**src/rtl/adc_seq_pkg.sv**
```systemverilog
// Shared types and helpers for the ADC conversion sequencer.
package adc_seq_pkg;

  typedef enum logic [2:0] {
    IDLE      = 3'd0,
    CNV       = 3'd1,
    WAIT_BUSY = 3'd2,
    REQ       = 3'd3,
    READ      = 3'd4
  } state_e;

  // Cycles busy_s is ignored after cnv falls; covers the synchronizer delay
  localparam int GUARD = 3;

  function automatic logic [31:0] sat_inc(input logic [31:0] v, input logic [31:0] max);
    return (v == max) ? v : v + 32'd1;
  endfunction

endpackage

```
**src/rtl/sync_2ff.sv**
```systemverilog
// Generic two-flop synchronizer, async active-high reset.
module sync_2ff #(
  parameter int W = 1
) (
  input  logic         clk,
  input  logic         rst,
  input  logic [W-1:0] d,
  output logic [W-1:0] q
);

  logic [W-1:0] meta;

  always_ff @(posedge clk or posedge rst) begin
    if (rst) begin
      meta <= '0;
      q    <= '0;
    end else begin
      meta <= d;
      q    <= meta;
    end
  end

endmodule

```
**src/rtl/adc_conversion_sequencer.sv**
```systemverilog
// One ADC conversion per trigger: cnv pulse, wait for busy low (with timeout),
// then a valid/ready readout request to the SPI engine. Tracks overruns/timeouts.
module adc_conversion_sequencer
  import adc_seq_pkg::*;
#(
  parameter int CNV_W     = 8,
  parameter int TIMEOUT_W = 16,
  parameter int CNT_W     = 16
) (
  input  logic                 aclk,
  input  logic                 areset,
  input  logic                 enable,
  input  logic                 trigger,
  input  logic [CNV_W-1:0]     cnv_width,
  input  logic [TIMEOUT_W-1:0] busy_timeout,
  input  logic                 clear_counts,
  input  logic                 busy,
  output logic                 cnv,
  output logic                 rd_valid,
  input  logic                 rd_ready,
  input  logic                 rd_done,
  output logic                 active,
  output logic [CNT_W-1:0]     overrun_count,
  output logic [CNT_W-1:0]     timeout_count
);

  localparam logic [CNT_W-1:0] CNT_MAX = '1;

  state_e               state_q, state_d;
  logic                 busy_s;
  logic                 cnv_q;
  logic [CNV_W-1:0]     wcnt_q;
  logic [1:0]           guard_q;
  logic [TIMEOUT_W-1:0] tcnt_q, tmo_lat_q, tcnt_inc;
  logic [CNT_W-1:0]     ovr_q, tmo_q;
  logic                 tmo_hit;

  sync_2ff #(.W(1)) u_busy_sync (
    .clk (aclk),
    .rst (areset),
    .d   (busy),
    .q   (busy_s)
  );

  assign tcnt_inc = tcnt_q + TIMEOUT_W'(1);

  always_comb begin
    state_d = state_q;
    tmo_hit = 1'b0;
    case (state_q)
      IDLE:      if (trigger && enable) state_d = CNV;
      CNV:       if (wcnt_q <= CNV_W'(1)) state_d = WAIT_BUSY;
      WAIT_BUSY: begin
        // Busy low takes priority over a timeout landing on the same cycle
        if (guard_q == 2'd0 && !busy_s) begin
          state_d = REQ;
        end else if (tmo_lat_q != '0 && tcnt_inc == tmo_lat_q) begin
          state_d = IDLE;
          tmo_hit = 1'b1;
        end
      end
      REQ:       if (rd_ready) state_d = READ;
      READ:      if (rd_done) state_d = IDLE;
      default:   state_d = IDLE;
    endcase
  end

  always_ff @(posedge aclk or posedge areset) begin
    if (areset) begin
      state_q   <= IDLE;
      cnv_q     <= 1'b0;
      wcnt_q    <= '0;
      guard_q   <= '0;
      tcnt_q    <= '0;
      tmo_lat_q <= '0;
    end else begin
      state_q <= state_d;
      cnv_q   <= (state_d == CNV);
      if (state_q == IDLE && state_d == CNV)
        wcnt_q <= (cnv_width == '0) ? CNV_W'(1) : cnv_width;
      else if (state_q == CNV)
        wcnt_q <= wcnt_q - CNV_W'(1);
      if (state_q == CNV && state_d == WAIT_BUSY) begin
        guard_q   <= 2'(GUARD);
        tcnt_q    <= '0;
        tmo_lat_q <= busy_timeout;
      end else if (state_q == WAIT_BUSY) begin
        if (guard_q != 2'd0) guard_q <= guard_q - 2'd1;
        tcnt_q <= tcnt_inc;
      end
    end
  end

  // Clear wins over any increment in the same cycle
  always_ff @(posedge aclk or posedge areset) begin
    if (areset) begin
      ovr_q <= '0;
      tmo_q <= '0;
    end else if (clear_counts) begin
      ovr_q <= '0;
      tmo_q <= '0;
    end else begin
      if (trigger && state_q != IDLE) ovr_q <= CNT_W'(sat_inc(32'(ovr_q), 32'(CNT_MAX)));
      if (tmo_hit)                    tmo_q <= CNT_W'(sat_inc(32'(tmo_q), 32'(CNT_MAX)));
    end
  end

  assign cnv           = cnv_q;
  assign rd_valid      = (state_q == REQ);
  assign active        = (state_q != IDLE);
  assign overrun_count = ovr_q;
  assign timeout_count = tmo_q;

endmodule

```
**config.mk**
```make
export PLATFORM = sky130hd
export DESIGN_NAME = adc_conversion_sequencer
export DESIGN_NICKNAME = d
export VERILOG_FILES = /design/src/rtl/adc_seq_pkg.sv /design/src/rtl/sync_2ff.sv /design/src/rtl/adc_conversion_sequencer.sv
export SDC_FILE = /design/constraint.sdc
export NUM_CORES = 1
export LEC_CHECK = 0
export CORE_MARGIN = 2
export CORE_UTILIZATION = 51
export CTS_CLUSTER_DIAMETER = 200
export CTS_CLUSTER_SIZE = 10
export DETAILED_ROUTE_END_ITERATION = 8
export PLACE_DENSITY = 0.86
export SYNTH_ARGS = -nofsm -noshare
export SYNTH_HDL_FRONTEND = slang
export SYNTH_SLANG_ARGS = --single-unit
```
**constraint.sdc**
```tcl
create_clock -name aclk -period 3.3 [get_ports aclk]
set_input_delay 0.66 -clock aclk [delete_from_list [all_inputs] [get_ports aclk]]
set_output_delay 0.66 -clock aclk [all_outputs]
set_load 0.1 [all_outputs]
```
# After elaboration in Yosys (flattened, before gate mapping)
# Cells that the tools add are included.
dict set report op_classes {
  n_reduce_logical 21
  add_sub_neg 5
  eq_ne 11
  n_mux 24
  magnitude_cmp 1
}
# op count
set ops {}
lappend ops {{$mux W16} 8}
lappend ops {{$add A16 B1 Y16 const B} 3}
lappend ops {{$eq A16 B16 Y1 const B} 2}
lappend ops {{$mux W8} 3}
lappend ops {{$mux W3} 6}
lappend ops {{$eq A16 B16 Y1} 1}
lappend ops {{$reduce_bool A16 Y1} 1}
lappend ops {{$pmux W3 S5} 1}
lappend ops {{$reduce_bool A2 Y1} 6}
lappend ops {{$eq A3 B2 Y1 const B} 3}
lappend ops {{$le A8 B1 Y1 const B} 1}
lappend ops {{$logic_not A8 Y1} 1}
lappend ops {{$sub A8 B1 Y8 const B} 1}
lappend ops {{$eq A3 B1 Y1 const B} 2}
lappend ops {{$logic_and A1 B1 Y1} 6}
lappend ops {{$mux W2} 3}
lappend ops {{$reduce_and A2 Y1} 3}
lappend ops {{$ne A2 B2 Y1 const B} 2}
lappend ops {{$eq A3 B3 Y1 const B} 1}
lappend ops {{$logic_not A3 Y1} 1}
lappend ops {{$mux W1} 3}
lappend ops {{$reduce_bool A3 Y1} 1}
lappend ops {{$logic_not A2 Y1} 1}
lappend ops {{$sub A2 B1 Y2 const B} 1}
lappend ops {{$logic_not A1 Y1} 1}
dict set report totals {
  register_bits 80
  inputBits 32
}

# Longest topological paths before layout
dict set report depth {
  word_depth 10
  ltp_mapped 10
  mapped_depth_nobuf 8
}

# Hierarchy
# From an unflattened synthesis, not the netlist that was laid out.
dict set report hier_totals {
  cells_unflattened 455
  area_unflattened_um2 4366.7
}
# module area_each_um2 seq_area_each_um2 cells_each n_inst
set by_module_without_submodules {}
lappend by_module_without_submodules {adc_conversion_sequencer 4312.9 1951.9 452 1}
lappend by_module_without_submodules {sync_2ff 53.8 50.0 3 1}

# Worst setup path after synthesis
# Ideal clock, no wire load.
dict set report synth_path {
  path_type {register to register}
  from {reg ovr_q[8], in the netlist overrun_count[8]}
  to {reg ovr_q[11], in the netlist overrun_count[11]}
  setup_slack_ps 538
  path_buffers 0
  setup_time_ps 78
  required_ps 3222
  arrival_ps 2684
  path_stages_with_launch 8
  synth_period_minus_slack_ps 2762
  cell_sequence {dfrtp_1 -> and4_1 -> and4_1 -> a41oi_1 -> and4_1 -> nand2_1 -> or3_1 -> a21oi_1}
}
dict set report synth_via {
  elab_chain_len 4
  word_cells_on_any_way 7
}
# element line
set synth_rtl {}
lappend synth_rtl {{start, declared} adc_conversion_sequencer.sv:35} ;# logic [CNT_W-1:0] ovr_q, tmo_q;
lappend synth_rtl {{start signal, assigned} adc_conversion_sequencer.sv:103} ;# if (trigger && state_q != IDLE) ovr_q <= CNT_W'(sat_inc(32'(ovr_q), 32'(CNT_MAX)));
lappend synth_rtl {{$add A16 B1 Y16} adc_seq_pkg.sv:16} ;# return (v == max) ? v : v + 32'd1;
lappend synth_rtl {{$mux W16} adc_seq_pkg.sv:16}
lappend synth_rtl {{$mux W16} adc_conversion_sequencer.sv:103}
lappend synth_rtl {{$mux W16} adc_conversion_sequencer.sv:99} ;# end else if (clear_counts) begin
# Several ways; a longest one is shown, not always the timed one. The select of a mux whose other input is x is not followed.
# A chain may end at the register's enable or synchronous reset.

# Worst setup path after layout
dict set report layout_path {
  from {reg tcnt_q[0]}
  to {reg tmo_q[14], in the netlist timeout_count[14]}
}
dict set report layout_via {
  elab_chain_len 8
}
# element line
set layout_rtl {}
lappend layout_rtl {{start, declared} adc_conversion_sequencer.sv:34} ;# logic [TIMEOUT_W-1:0] tcnt_q, tmo_lat_q, tcnt_inc;
lappend layout_rtl {{start signal, assigned} adc_conversion_sequencer.sv:89} ;# tcnt_q <= tcnt_inc;
lappend layout_rtl {{$add A16 B1 Y16} adc_conversion_sequencer.sv:45} ;# assign tcnt_inc = tcnt_q + TIMEOUT_W'(1);
lappend layout_rtl {{$eq A16 B16 Y1} adc_conversion_sequencer.sv:57} ;# end else if (tmo_lat_q != '0 && tcnt_inc == tmo_lat_q) begin
lappend layout_rtl {{$logic_and A1 B1 Y1} adc_conversion_sequencer.sv:57}
lappend layout_rtl {{$mux W1} adc_conversion_sequencer.sv:57}
lappend layout_rtl {{$mux W1} adc_conversion_sequencer.sv:55} ;# if (guard_q == 2'd0 && !busy_s) begin
lappend layout_rtl {{$mux W1} adc_conversion_sequencer.sv:50} ;# case (state_q)
lappend layout_rtl {{$reduce_bool A2 Y1 (no line)} --}
lappend layout_rtl {{$reduce_and A2 Y1 (no line)} --}
lappend layout_rtl {{end signal, assigned} adc_conversion_sequencer.sv:104} ;# if (tmo_hit) tmo_q <= CNT_W'(sat_inc(32'(tmo_q), 32'(CNT_MAX)));
lappend layout_rtl {{end, declared} adc_conversion_sequencer.sv:35}
# Every way passes these cells.

==> key figures <==
Run status
  • Outcome: completed

Setup path
  • Worst setup EP type: flip-flop
  • Top delay family on crit path: simple AND/OR/NAND/NOR gates
  • Setup CP Type: flip-flop to flip-flop
  • Required time of the critical path: 3.58 ns
  • Worst-path cell chain: ha_1 > nand2_1 > or3_1 > a2bb2o_4 > nor4_4 > nand4_1 > or4_1 > a21oi_1
  • CP max FO: 13
  • CP max stage delay: 0.54 ns
  • CP bufs+invs: 0
  • Slowest-stage cell, CP: or4_1
  • Critical Path Start Type: flip-flop
  • Data arrival, critical path: 3.27 ns

Drt
  • DRT Wirelength: 9890 µm
  • WL per Instance: 15.8 µm
  • DR iter-0 viols: 166
  • Via count: 3,615
  • Drt drc: 0
  • TritonRoute pass-1 iters: 4
  • Via/cell ratio: 5.77
  • Post-route ant nets: 0

Yosys
  • Synth area leader: dfrtp_1
  • Cells after Synth: 454
  • Net count after synthesis: 492
  • Most common flop cell mapped by yosys: dfrtp_1
  • Synth Area per Inst: 9.61 µm²
  • Synth unique cells: 49
  • FF+latch count, synth: 80
  • Commonest cells post-synth: dfrtp_1, nor2_1, nand2_1
  • Asr flop ratio synth: 100%
  • Number of synthesized flops with an enable pin: 0
  • Share of the synthesized area in the top cell type: 45.9%
  • Synthesized area: 0.00436 mm²
  • Area contributors post-synth: dfrtp_1, xnor2_1, mux2_2
  • Yosys warnings: 0
  • Seq/Total Area, Yosys: 45.9%
  • Count leader, synth: dfrtp_1

STA
  • Final min period: 2.99 ns
  • Setup_tns: 0 ns
  • Worst Clk Skew: 0.00986 ns
  • RSZ-0062 raised after global routing: false
  • Slew Limit Fails: 0
  • Final setup viols: 0
  • Final worst hold slack: 0.367 ns
  • Fin crit share: 90.5%
  • Worst-margin pin slew: 0.916 ns
  • Slew Limit Headroom: 38.8%
  • Fmax: 335 MHz
  • Fin. Hold Viols: 0

Floorplanning
  • Core area: 0.00826 mm²
  • Row count: 33
  • Initial Util: 52.8%
  • Die Width: 96.5 µm
  • I/O pin total: 67
  • Die Y: 96.5 µm
  • Die area: 0.00931 mm²

Clocking
  • CTS tree: built
  • H-tree Lvls: 3
  • Setup repair bufs after CTS: 0
  • Later-pin clock latency in the skew report: 0.35 ns
  • Clock Sinks: 80
  • CTS Root Cell: clkbuf_8
  • Cts hold-fix bufs: 0
  • CTS buffer count: 9
  • Worst-path clk slew: 0.08 ns
  • PostCTS Resize Cnt: 0
  • Clock Path Buffers: 2

Finish
  • Final #Nets: 556
  • P&R area growth vs syn: 19.8%
  • Final Instance Count excl. Fillers: 627
  • Antenna Cells: 0
  • Ratio of cells with drive above 1 in the final layout: 16.9%

Min path
  • Worst Hold Class: flip-flop to flip-flop

Job
  • Max Cap Viol: 0

Power and ir drop
  • Sequential power share: 43.2%
  • Combinational share of power: 36.3%
  • Maximum vdd drop: 665 µV
  • Clock share of power: 20.5%
  • Switching power total: 0.00126 W
  • Pwr Density: 628 mW/mm²
  • Net Sw Frac: 38.5%
  • Internal power: 0.00202 W
  • Lkg Pwr: 2.19 nW

Place
  • Placed cell count: 612
  • Buffers on Ports: 66
  • Post-DP HPWL: 7290 µm
  • Routability cong.: 0.941

GRT
  • Total track usage: 23.0%
  • Initial antenna violation count: 0
  • Pin count of the biggest net entering global routing: 43
  • Final global-route overflow total: 0
  • Vias in the first global route: 3,584
  • First-pass GRT wire length: 16,600 µm
-- area by class of cell --
cell class	instances	area, µm²
Fill cell	686	3030
Multi-Input combinational cell	342	2230
Sequential cell	80	2000
Timing Repair Buffer	73	638
Clock buffer	11	151
Tap cell	105	131
Inverter	12	45.0
Clock inverter	4	28.8
-- registers in the layout, summed over array words and instances (netlist names), 2 cells and up --
name	flops
wcnt_q	8
tcnt_q	16
overrun_count	16
tmo_lat_q	16
timeout_count	16
guard_q	2
state_q	3
-- per-stage QoR --
stage          worst slack [ns]  area, µm²  power (W)  utilization [%]
6_report                  0.312       5230    0.00328             63.3
5_1_grt                  0.0312       5230    0.00347             63.3
4_1_cts                   0.343       5230    0.00329             63.3
3_5_place_dp              0.349       5050    0.00262             61.1
3_3_place_gp              0.500       5050    0.00256             61.1
2_1_floorplan             0.538       4360    0.00231                -
-- power by group through the flow --
stage,Sequential (W),Combinational (W),Clock [W]
2_1_floorplan,0.00145,0.000854,0
3_3_place_gp,0.00142,0.00115,0
3_5_place_dp,0.00143,0.00119,0
4_1_cts,0.00141,0.00120,0.000683
5_1_grt,0.00144,0.00131,0.000718
6_report,0.00142,0.00119,0.000674
-- final timing paths --
check	start	slack, ns	to	depth (start not counted)
max reg2reg	tcnt_q[0]	0.31	timeout_count[14]	8
min	u_busy_sync.meta	0.37	u_busy_sync.q	0
max in group asynchronous	areset	1.82	tmo_lat_q[11]	3
max	tcnt_q[0]	0.31	timeout_count[14]	8
min in group asynchronous	areset	0.81	timeout_count[1]	2
min reg2reg	u_busy_sync.meta	0.37	u_busy_sync.q	0
-- placed cells by master, fill, tap and decap left out, types with 3 or more instances in the layout --
master,synthesis,final
a21oi_1,26,26
inv_1,12,11
a31oi_1,3,3
mux2_2,17,17
xor2_1,18,18
nor3_1,7,7
ha_1,6,6
o21ai_0,37,37
and3_1,4,4
buf_4,0,41
nand4_1,15,15
clkbuf_8,0,11
nor2_1,39,38
or4_1,4,4
nand2_1,38,38
or3_1,26,26
xnor2_1,32,32
and4_1,4,4
and2_1,4,4
clkdlybuf4s50_1,0,31
dfrtp_1,80,80
nor4_1,15,15
nand3_1,15,15
-- metal layers --
layer | track usage (%) | vias to the layer above | share of wire, %
met2 | 40.2 | 78 | 51
met4 | 7.28 | 0 | 1.5
met1 | 29.0 | 1773 | 43
met5 | 0 | - | 0
li1 | - | 1750 | -
met3 | 4.19 | 14 | 4.0
-- logic make-up after synthesis --
| logic type | Yosys count | synth area share, % |
|---|---|---|
| xor gates and xnor gates | 50 | 10.0 |
| muxes | 19 | 4.85 |
| buffers and inverters | 32 | 3.07 |
| adders and majority gates | 6 | 1.72 |
| and+or+nand+nor | 187 | 23.8 |
| DFF | 80 | 45.9 |
| AOI/OAI and AO/OA | 80 | 10.6 |
Note: power is estimated with default switching activity, not from simulation.
